`src/rtl/riscv_pkg.sv`:
```
// Shared RISC-V definitions: opcode constants, fetch FSM states and the canonical NOP.
package riscv_pkg;

    localparam logic [6:0] OPC_LUI    = 7'b0110111;
    localparam logic [6:0] OPC_AUIPC  = 7'b0010111;
    localparam logic [6:0] OPC_JAL    = 7'b1101111;
    localparam logic [6:0] OPC_JALR   = 7'b1100111;
    localparam logic [6:0] OPC_BRANCH = 7'b1100011;
    localparam logic [6:0] OPC_LOAD   = 7'b0000011;
    localparam logic [6:0] OPC_STORE  = 7'b0100011;
    localparam logic [6:0] OPC_OP_IMM = 7'b0010011;
    localparam logic [6:0] OPC_OP     = 7'b0110011;

    // addi x0, x0, 0
    localparam logic [31:0] NOP_INSTR = 32'h0000_0013;

    typedef enum logic [2:0] {
        IDLE,
        REQ,
        WAIT,
        HOLD,
        HALT
    } fetch_state_t;

endpackage

```
`src/rtl/next_pc_gen.sv`:
```
// Combinational next-PC select (Jalr > Jump > taken Branch > pc+4) with misalign detect.
module next_pc_gen #(
    parameter int unsigned XLEN = 32
) (
    input  logic [XLEN-1:0] pc,
    input  logic [XLEN-1:0] imm,
    input  logic [XLEN-1:0] rs1_val,
    input  logic            branch,
    input  logic            jump,
    input  logic            jalr,
    input  logic            branch_cond,
    output logic [XLEN-1:0] next_pc,
    output logic            misaligned
);

    always_comb begin
        next_pc = pc + XLEN'(4);
        if (jalr) begin
            next_pc = (rs1_val + imm) & ~XLEN'(1);
        end else if (jump || (branch && branch_cond)) begin
            next_pc = pc + imm;
        end
        // bit 0 is cleared for JALR and never set by aligned flows, so only bit 1 signals a trap
        misaligned = next_pc[1];
    end

endmodule

```
`src/rtl/fetch_unit.sv`:
```
// Instruction fetch / PC sequencer: requests one instruction at a time and holds it for decode.
module fetch_unit
    import riscv_pkg::*;
#(
    parameter int unsigned     XLEN     = 32,
    parameter logic [XLEN-1:0] RESET_PC = '0
) (
    input  logic            clk,
    input  logic            rst_n,
    output logic            imem_req_valid,
    input  logic            imem_req_ready,
    output logic [XLEN-1:0] imem_addr,
    input  logic            imem_rsp_valid,
    input  logic [31:0]     imem_rsp_data,
    output logic            instr_valid,
    output logic [31:0]     instr,
    output logic [XLEN-1:0] pc,
    output logic [XLEN-1:0] pc_plus4,
    input  logic            instr_ack,
    input  logic            Branch,
    input  logic            Jump,
    input  logic            Jalr,
    input  logic            BranchCond,
    input  logic [XLEN-1:0] imm,
    input  logic [XLEN-1:0] rs1_val,
    output logic            misalign_trap
);

    fetch_state_t    state;
    logic [XLEN-1:0] next_pc;
    logic            misaligned;

    next_pc_gen #(.XLEN(XLEN)) u_next_pc_gen (
        .pc          (pc),
        .imm         (imm),
        .rs1_val     (rs1_val),
        .branch      (Branch),
        .jump        (Jump),
        .jalr        (Jalr),
        .branch_cond (BranchCond),
        .next_pc     (next_pc),
        .misaligned  (misaligned)
    );

    assign imem_addr = pc;
    assign pc_plus4  = pc + XLEN'(4);

    // Outputs are registered alongside the state so they change exactly on transitions.
    always_ff @(posedge clk or negedge rst_n) begin
        if (!rst_n) begin
            state          <= IDLE;
            pc             <= RESET_PC;
            instr          <= NOP_INSTR;
            imem_req_valid <= 1'b0;
            instr_valid    <= 1'b0;
            misalign_trap  <= 1'b0;
        end else begin
            case (state)
                IDLE: begin
                    state          <= REQ;
                    imem_req_valid <= 1'b1;
                end
                REQ: begin
                    if (imem_req_ready) begin
                        state          <= WAIT;
                        imem_req_valid <= 1'b0;
                    end
                end
                WAIT: begin
                    if (imem_rsp_valid) begin
                        instr       <= imem_rsp_data;
                        instr_valid <= 1'b1;
                        state       <= HOLD;
                    end
                end
                HOLD: begin
                    if (instr_ack) begin
                        instr_valid <= 1'b0;
                        if (misaligned) begin
                            state         <= HALT;
                            misalign_trap <= 1'b1;
                        end else begin
                            pc             <= next_pc;
                            state          <= REQ;
                            imem_req_valid <= 1'b1;
                        end
                    end
                end
                HALT: begin
                    state <= HALT;
                end
                default: begin
                    state          <= IDLE;
                    imem_req_valid <= 1'b0;
                    instr_valid    <= 1'b0;
                end
            endcase
        end
    end

endmodule
```
`config.mk`:
```
export PLATFORM = sky130hd
export DESIGN_NAME = fetch_unit
export DESIGN_NICKNAME = d
export VERILOG_FILES = /design/src/rtl/riscv_pkg.sv /design/src/rtl/next_pc_gen.sv /design/src/rtl/fetch_unit.sv
export SDC_FILE = /design/constraint.sdc
export NUM_CORES = 1
export LEC_CHECK = 0
export CAP_MARGIN = 25
export CORE_UTILIZATION = 23
export DETAILED_ROUTE_END_ITERATION = 12
export PLACE_DENSITY_LB_ADDON = 0.25
export SLEW_MARGIN = 20
export SYNTH_ARGS = -nofsm -noshare
export SYNTH_HDL_FRONTEND = slang
export SYNTH_HIERARCHICAL = 1
export SYNTH_SLANG_ARGS = --single-unit
```
`constraint.sdc`:
```
create_clock -name clk -period 5.49 [get_ports clk]
set_clock_uncertainty 0.05 [all_clocks]
set_input_delay 1.098 -clock clk [delete_from_list [all_inputs] [get_ports clk]]
set_output_delay 1.098 -clock clk [all_outputs]
set_load 0.01 [all_outputs]
```
* Word-level counts from Yosys, hierarchy flattened
Index checks and enable logic that the tools add are counted.
** Storage, ports and cells
- Bits in registers :: 69
- Input port bits :: 105
- Output and inout bits :: 131
- Logic and storage cells :: 45
** Operators by class
- Add/subtract/negate cells :: 3
- Equality and inequality tests :: 8
- Mux-type cells :: 14
- Bitwise operators :: 3
- Reduce and logical (&&, ||, !) cells :: 11
** Operators with widths (count)
- adder 32 bit :: 2
- 2-to-1 mux 32 bit :: 2
- adder 32 x 3 -> 32 bit, second input constant :: 1
- case mux 3 bit (5 select lines) :: 1
- 2-to-1 mux 3 bit :: 4
- AND reduction 3 bit :: 4
- != test 2 bit, second input constant :: 4
- == test 3 x 2 -> 1 bit, second input constant :: 2
- 2-to-1 mux 1 bit :: 5
- case mux 1 bit (4 select lines) :: 1
- AND reduction 4 bit :: 1
- == test 3 x 1 -> 1 bit, second input constant :: 1
- == test 3 bit, second input constant :: 1
- zero test 3 bit :: 1
- NOT 1 bit :: 3
- case mux 1 bit (3 select lines) :: 1
- OR reduction 3 bit :: 1
- AND reduction 2 bit :: 1
- OR reduction 2 bit :: 1
- logical AND 1 bit :: 1
- logical OR 1 bit :: 1

* Depth between registers and ports, before layout
Gate-level depths: netlist (run 1).
- Word-level depth :: 7
- Gate-level depth with buffers :: 13
- Mapped depth without buffers :: 13

* By module
The synthesis (run 1) kept the hierarchy.
** By module, submodules not included
- next_pc_gen :: instances 1, cells an instance 614, area an instance 4112.7 sq um, seq. area each 0.0 sq um
- fetch_unit :: instances 1, cells an instance 288, area an instance 3509.6 sq um, seq. area each 1755.4 sq um

* Worst setup path before layout (run 1)
Ideal clock, no wire load.
- Path type :: input -> register
- Start :: input imm[0]
- End :: register pc[30], in the netlist imem_addr[30]
- Library setup time :: 125 ps
- Data arrival time :: 3659 ps
- Data required time :: 5315 ps
- Slack :: 1657 ps
- Stages :: 13
- Buffers on the path :: 0
- Path through :: and2_1 > fa_1 > a21oi_1 > o21ai_1 > a31oi_1 > o21ai_1 > a31oi_2 > o21ba_2 > o311ai_1 > a31oi_1 > xnor2_1 > a221o_1 > mux2_2
** Between the ends
- Elaborated cells on any way between the ends :: 6
- Classes of those cells :: 2 x add/sub; 2 x mux; 1 x bitwise; 1 x reduce/logical
** RTL lines
- start: declaration :: RTL line fetch_unit.sv:24 : input logic [XLEN-1:0] imm,
- adder 32 bit :: RTL line next_pc_gen.sv:21 : next_pc = pc + imm;
- 2-to-1 mux 32 bit :: RTL line next_pc_gen.sv:20 : end else if (jump || (branch && branch_cond)) begin
- 2-to-1 mux 32 bit (*) :: RTL line next_pc_gen.sv:18 : if (jalr) begin
- via next_pc[30] :: RTL line fetch_unit.sv:30 : logic [XLEN-1:0] next_pc;
- end signal: assignment :: RTL line fetch_unit.sv:83 : pc <= next_pc;
- end: declaration :: RTL line fetch_unit.sv:17 : output logic [XLEN-1:0] pc,
Mark *: on every way through the listed nets, which the timed path passes. The rest lies on a longest branch.
A chain may end at the register's enable or synchronous reset.

* Worst setup path in the final report (run 1)
Same ends and word-level chain as after synthesis.

==> summary by stage, run 1 <==
Layout
In the final layout, the share of cells above drive strength 1 is 9.21%. The final net count is 1262. 0 antenna diodes ended up in the layout. The most frequent standard cell in the layout excluding fill and tap cells is clkdlybuf4s50_1. In the layout the commonest cells are clkdlybuf4s50_1, a21oi_1, nand2_1. The area growth from synthesis to layout is 37.7%.

Global route
The via count of the first global-routing pass is about 7300. The all-layer global routing usage is 16.5%. The pin count of the biggest net entering global routing is 44.

The number of antenna violations at the first check in global routing is 0. The first global-routing pass estimated 42900 um of wire. The total overflow left after global routing is 0.

Setup path
The worst path required time is 5.67 ns. Data on the critical path arrives at its endpoint at around 4.7 ns. The reg-to-reg setup timing slack is 1.59 ns. The type of the worst setup path is in2reg. STA classifies the critical path endpoint as a register. Along the worst path, the maximum fanout reaches 4. The critical path startpoint category is an input port. The depth of the worst register-to-register path is 12.

Clock tree
The count of hold-fix buffers inserted at cts is 0. The clock-pin transition on the worst setup and hold timing paths is roughly 0.060 ns. Buffers inserted during clock tree synthesis total 9.

The H-tree generated during clock tree synthesis spans 3 levels. The total clock sinks is 70. TritonCTS built the clock tree. The tree is rooted in a clkbuf_16. The source-to-sink clock delay at the later pin of the worst-skew pair is 0.35 ns.

The number of setup buffers added after CTS is 0. The post-CTS resize count is 0. The worst-case clock buffer depth is 2.

Placed design
After legalization and detailed placement, the total HPWL measured 21900 um. The number of buffers inserted by port buffering is 235. Routability-driven placement finished with a final weighted congestion of between 0.8 and 0.9. Timing analysis after detailed placement gives a worst setup slack of between 0.6 and 0.7 ns.

Floorplanning
The placement row count is between 60 and 70. The initial core utilization is 23.4%. The number of I/O pins is 236.

The core footprint is 32500 um2. The die covers 33900 um2. From left edge to right edge, the die measures 184 um. The die height is 184 um.

Detailed routing
In the final routed layout, each cell accounts on average for 18.2 um. The iteration-0 DRC count of the detailed router is 569. The number of routed nets with antenna violations is 0. After detailed routing, the number of remaining DRC violations is 0. The detailed-route wire length is 28100 um. The routed via count is 7524. The detail-routed via count per cell is 4.89. The pre-antenna-repair detailed-routing pass consisted of 5 iterations.

Pwr
The cell area power density is around 510 nW/um2. For this design the static power due to leakage is 0.00415 uW. The worst-case IR drop observed on VDD is a little over 200 uV.

Logic synthesis
Summing every instance area after synthesis gives approximately 7600 um2. The number of unique standard cell types used by synthesis is 72. The register bit count reported by yosys is 70.

The post-synth net total is 1072. During synthesis, Yosys emitted a total of 6 warnings. By area the synthesized netlist is led by dfrtp_1, ha_1, mux2_2. Sequential elements use 23.0% of the synthesized area.

Synthesis handed over a netlist of 902 instances. The mean instance size in the synthesized netlist is about 8.5 um2. The synthesized design spends more area on one cell type than any other, namely dfrtp_1.

The share of the synthesized area in the top cell type is between 20% and 30%. Counting flops with a built-in enable in the synthesized netlist gives 0. The proportion of synthesized flip-flops having asynchronous set or reset is 100%. The prevailing post-synth register cell is dfrtp_1.

Min path
The kind of path behind the tightest hold check is reg2reg. Counting instances, the worst hold path has a depth of 1.

Timing
In the post-route analysis, the smallest setup slack over all paths is 0.938 ns. The transition time at the pin with the least slew margin is 0.890 ns. Setup repair after global routing left no endpoint under its margin. The total negative slack for setup checks is 0 ns. The worst pin sits at a relative slew slack of around two fifths.

In the finished design, the share of the clock period the worst path needs comes to about 83%. The number of hold-slack violations in the final timing report is 0. The count of endpoints failing setup in the final report is 0. The fmax is between 200 and 250 MHz. The worst path in the final design needs a cycle of 4.55 ns, including I/O delays and setup. The final count of pins violating max slew is 0.

Outcome
The flow ran to the end, and the final reports show no timing, DRC or antenna violations.

Job
Max-cap violations in this run came to 0.
worst max-delay path: stages:
cell and delay, ns:
clkdlybuf4s50_1 0.50, ha_1 0.20, fa_1 0.22, a21oi_1 0.12, o21ai_2 0.21, o22ai_1 0.11, buf_4 0.16, o311ai_0 0.45
a21oi_1 0.20, o31ai_1 0.40, and2_1 0.29, nand2_1 0.10, mux2i_1 0.13, a221o_1 0.29, mux2_2 0.26
worst paths after layout:
check / startpoint / to
worst max-delay path: imm[0] / imem_addr[30]$_DFFE_PN0P_
worst min-delay path: misalign_trap$_DFFE_PN0P_ / misalign_trap$_DFFE_PN0P_
max in group asynchronous: rst_n / instr[25]$_DFFE_PN0P_
worst max register to register: imem_addr[6]$_DFFE_PN0P_ / imem_addr[29]$_DFFE_PN0P_
worst min register to register: misalign_trap$_DFFE_PN0P_ / misalign_trap$_DFFE_PN0P_
min in group asynchronous: rst_n / instr[27]$_DFFE_PN0P_
synth_stat cells (3+ instances only):
master     number
and3_1         11
o21bai_1        6
and4_1         11
o21ai_0        52
buf_4          35
a21o_1         24
nor2b_1         8
dfstp_2         3
a211oi_1       14
o21a_1          7
mux2i_1         4
o31ai_1         4
clkbuf_1       18
nand2b_1        7
mux2_2         59
ha_1           63
o21ai_1         5
or3_1           6
o2111ai_1       4
buf_2           5
nand3_1        30
inv_1          20
a21oi_1        85
xnor2_1        72
a211o_1         3
mux2_1          4
buf_6           3
dfrtp_1        67
nand2_1        74
xor2_1         33
nor3_1         13
nand4_1        25
nor2_1         58
a221oi_1        3
a31oi_1         9
and2_1          8
where the power goes:
part / switching, uW / total [uW] / internal, uW
registers: 526 / 1300 / 773
clock network: 268 / 671 / 402
logic: 1550 / 3400 / 1850
total: 2350 / 5370 / 3020
cells by family after synthesis:
kind of cell | synth area share (%)
muxes | 9.83
xor gates and xnor gates | 12.1
DFF | 23.0
and+or+nand+nor | 17.6
buffers and inverters | 6.24
adders and majority gates | 10.9
AOI/OAI and AO/OA | 20.4
final cells by class:
class	count	area, um2
inverters	21	78.8
clock buffers	10	229
flip-flops and latches	70	1760
repair buffers	242	2390
fillers	3467	22000
multi-input cells	748	5400
well taps	442	553
clock inverters	6	92.6
routing by layer:
layer | global-route usage, % | vias up | wire length [um]
met1 | 21.9 | 3659 | 12900
met3 | 2.69 | 21 | 1380
met2 | 27.8 | 189 | 13400
met5 | 0 | - | 0
li1 | - | 3655 | -
met4 | 3.50 | 0 | 327
state kept, by name, summed over array words and instances, names as in the netlist:
register and flops:
imem_addr 32, imem_req_valid 1, instr 32, instr_valid 1, misalign_trap 1, state 3
metrics by stage:
| step | total power (uW) | std cells | area, um2 | hold WS [ns] | util (%) |
|---|---|---|---|---|---|
| final | 5370 | 1539 | 10500 | 0.431 | 32.3 |
| after global routing | 5760 | 1539 | 10500 | 0.466 | 32.3 |
| after CTS | 5420 | 1539 | 10500 | 0.449 | 32.3 |
| after detailed placement | 4710 | 1523 | 10200 | 0.422 | 31.3 |
| after global placement | 4720 | 1523 | 10200 | 0.409 | 31.3 |
| after floorplan | 3230 | 902 | 7620 | 0.454 | - |
Power figures use the tool's default switching activity.
==> inputs of run 2 (changes only) <==
==> constraint.sdc (replaced) <==
create_clock -name clk -period 4.5 [get_ports clk]
set_clock_uncertainty 0.05 [all_clocks]
set_input_delay 0.9 -clock clk [delete_from_list [all_inputs] [get_ports clk]]
set_output_delay 0.9 -clock clk [all_outputs]
set_load 0.01 [all_outputs]
==> run 2 against run 1 <==
Net effect: via count grew 0.89%; setup slack got worse by 0.77 ns; sequential share of layout area shrank 0.43 points; flip-flop and latch count stayed put; clock-buffer cell count is the same; first-iteration DRC count shrank 31%; routed wire length shrank 0.52%; critical endpoint is now imem_addr[24]$_DFFE_PN0P_; largest cell class unchanged.
==> summary by stage, run 2 (same netlist as run 1, synthesis figures left out) <==
Outcome
Outcome: finished, final reports clean (unchanged).

Layout
The number of fillers in the final layout is 3465 (was 3467). The fraction of final layout cells sized beyond drive strength 1 is 12.5% (was 9.21%). Top library cells by usage in the layout, fill and taps aside: clkdlybuf4s50_1, a21oi_1, nand2_1 (unchanged). The non-filler instance count after layout is 1576 (was 1539).

The number of antenna cells inserted is 0 (unchanged). The final net count was 1299 (was 1262). The most frequent standard cell in the layout excluding fill and tap cells is clkdlybuf4s50_1 (unchanged).

The area added between synthesis and finish is 41.4% (was 37.7%). The utilization after layout is 33.1% (was 32.3%).

Global route
The all-layer global routing usage was 16.4% (was 16.5%). The global-route track usage on met2 is 27.8% (about the same). The via count of the first global-routing pass is 7321 (was 7323).

The global-route met1 utilization is 21.7% (was 21.9%). The number of antenna violations at the first check in global routing came to 0 (unchanged). The highest-utilization routing layer at the global route stage is met2 (unchanged). The pin count of the biggest net entering global routing is 53 (was 44). The wire length of the first global-routing pass was 42700 um (was 42900 um). The routing usage on met3 is 2.89% (was 2.69%). The total congestion overflow after global routing is 0 (unchanged).

Detailed routing
The count of TritonRoute iterations in the first routing pass was 5 (unchanged). The iteration-0 DRC count of the detailed router is 392 (was 569). The total DRC errors in the routed layout came to 0 (unchanged). The number of routed nets with antenna violations is 0 (unchanged).

The routed length per instance was 17.7 um (was 18.2 um). The routed via count is 7591 (was 7524). The detailed-route wire length came to 27900 um (was 28100 um). The detail-routed via count per cell is 4.82 (was 4.89).

Placed design
The number of buffers inserted by port buffering is 235 (unchanged). The setup slack at placement is -0.317 ns (was 0.616 ns). The total instance count after detailed placement was 1560 (was 1523). The global placer's final weighted congestion was 0.881 (was 0.872). The detailed placer's ending HPWL is 21900 um (about the same).

Setup path
The critical-path cell with the highest stage delay is fa_1 (was clkdlybuf4s50_1). The data arrival time of the critical path is 4.51 ns (was 4.73 ns). The longest individual stage delay on the worst path is 0.45 ns (was 0.50 ns).

The family with the most delay on the worst path is compound AO/OA/AOI/OAI gates (unchanged). Cells traversed along the worst timing path: clkdlybuf4s50_1 -> buf_4 -> fa_1 -> a21oi_1 -> o21ai_1 -> a31oi_2 -> o21ai_1 -> a31oi_2 -> o21ba_2 -> o21ai_0 -> a221oi_1 -> xor2_1 -> a22oi_1 -> mux2_2 (was clkdlybuf4s50_1 -> ha_1 -> fa_1 -> a21oi_1 -> o21ai_2 -> o22ai_1 -> buf_4 -> o311ai_0 -> a21oi_1 -> o31ai_1 -> and2_1 -> nand2_1 -> mux2i_1 -> a221o_1 -> mux2_2). The largest fanout on the critical path came to 5 (was 4). The worst path required time is 4.68 ns (was 5.67 ns). The element type at the critical path end is a register (unchanged).

The critical path startpoint category is an input port (unchanged). The combined buffer and inverter count along the critical path is 2 (unchanged). The type of the worst setup path was in2reg (unchanged).

Clock tree
The total clock buffers created by CTS came to 9 (unchanged). The clock-pin transition on the worst setup and hold timing paths is 0.06 ns (about the same). The cell at the root of the clock tree is clkbuf_16 (unchanged). The count of hold-fix buffers inserted at cts is 0 (unchanged).

The source-to-sink clock delay at the later pin of the worst-skew pair was 0.35 ns (about the same). The number of H-tree levels was 3 (unchanged). The number of setup buffers added after CTS came to 0 (unchanged). The clock tree from TritonCTS is yes (unchanged). The worst-case clock buffer depth is 2 (unchanged). The post-CTS resize count is 0 (unchanged).

The total clock sinks is 70 (unchanged).

Floorplanning
The initial core utilization was 23.4% (unchanged). The die span in x is 184 um (unchanged). The die height is 184 um (unchanged). The number of I/O pins is 236 (unchanged). The die area is 33900 um2 (unchanged). The placement row count came to 66 (unchanged).

The core footprint is 32500 um2 (unchanged).

Timing
The worst slew margin relative to its limit is 39.8% (was 40.6%). Static timing analysis puts the maximum clock frequency at around 230 MHz. The count of endpoints failing setup in the final report was 0 (unchanged).

The final count of pins violating max slew was 0 (unchanged). After layout, the worst path uses 96.2% of the clock period. The clock period could shrink to 4.33 ns. The worst path setup slack after routing is 0.173 ns (was 0.938 ns). The number of hold-slack violations in the final timing report was 0 (unchanged).

The total negative slack for setup checks was 0 ns (unchanged). RSZ-0062 raised after global routing: no (unchanged). The transition time at the pin with the least slew margin came to 0.903 ns (was 0.890 ns).

Pwr
The share of total power in sequential cells is 22.5% (was 24.2%). The clock share of power is 11.4% (was 12.5%). The reported net switching power is 2850 uW (was 2350 uW). The worst IR drop on VDD came to 256 uV (was 206 uV). The switching portion of total power is 43.4% (was 43.7%).

The reported leakage power is 0.00432 uW (was 0.00415 uW). The share of total power in combinational logic is 66.2% (was 63.3%). The internal cell power is 3720 uW (was 3020 uW). The cell area power density is 610 nW/um2 (was 511 nW/um2).

Job
The number of violations of the max-capacitance limit came to 0 (unchanged).

Min path
The kind of path behind the tightest hold check was reg2reg (unchanged).
[run 2: cell types whose count changed in the layout (fill, tap and decap cells not counted), sizes merged]
cell    previous run  this run
inv               22        21
bufinv             2         1
clkinv             1         3
buf                9        46
[run 2: metrics by stage]
step                      area (um2)  hold slack, ns  total power [uW]
after global routing           10800           0.452              7090
after floorplan                 7620           0.454              3950
after detailed placement       10500           0.418              5830
after CTS                      10800           0.442              6640
final                          10800           0.428              6580
after global placement         10500           0.407              5830
[run 2: worst reg2reg max path, stage by stage (launching register included)]
cell	delay, ns
dfrtp_1	0.53
ha_1	0.42
a21oi_1	0.19
a2111oi_0	0.15
buf_4	0.16
nor2_1	0.19
a22oi_2	0.11
buf_4	0.17
a211oi_4	0.34
o21ai_1	0.11
buf_4	0.16
a221oi_1	0.29
xnor2_1	0.11
a211oi_1	0.30
a21oi_1	0.07
mux2_2	0.28
[run 2: area by class of cell]
class / count / area [um2] / share of cell area (%)
timing repair buffer: 279 / 2670 / 24.8
clock inverter: 6 / 71.3 / 0.662
inverter: 21 / 78.8 / 0.731
sequential: 70 / 1760 / 16.3
tap: 442 / 553 / 5.13
clock buffer: 10 / 229 / 2.12
multi-input combinational: 748 / 5420 / 50.3
[run 2: power by group through the flow]
stage / Combinational (uW) / Clock [uW] / Sequential, uW
after floorplan: 2440 / 0 / 1510
after global placement: 4340 / 0 / 1490
after detailed placement: 4340 / 0 / 1490
after CTS: 4370 / 777 / 1490
after global routing: 4740 / 797 / 1550
final: 4350 / 748 / 1480
[run 2: worst paths after layout]
kind | startpoint | to | slack [ns] | cells after the start
max | imm[1] | imem_addr[24]$_DFFE_PN0P_ | 0.17 | 14
min | misalign_trap$_DFFE_PN0P_ | misalign_trap$_DFFE_PN0P_ | 0.43 | 1
max reg2reg | imem_addr[2]$_DFFE_PN0P_ | imem_addr[29]$_DFFE_PN0P_ | 0.74 | 15
min reg2reg | misalign_trap$_DFFE_PN0P_ | misalign_trap$_DFFE_PN0P_ | 0.43 | 1
max in group asynchronous | rst_n | instr[5]$_DFFE_PN0P_ | 2.70 | 2
min in group asynchronous | rst_n | instr[29]$_DFFE_PN0P_ | 0.59 | 1
[run 2: routing by layer]
metal | wire [um] | vias to the layer above
li1 | - | 3730
met5 | 0 | -
met1 | 12900 | 3668
met3 | 1420 | 11
met2 | 13400 | 182
met4 | 206 | 0
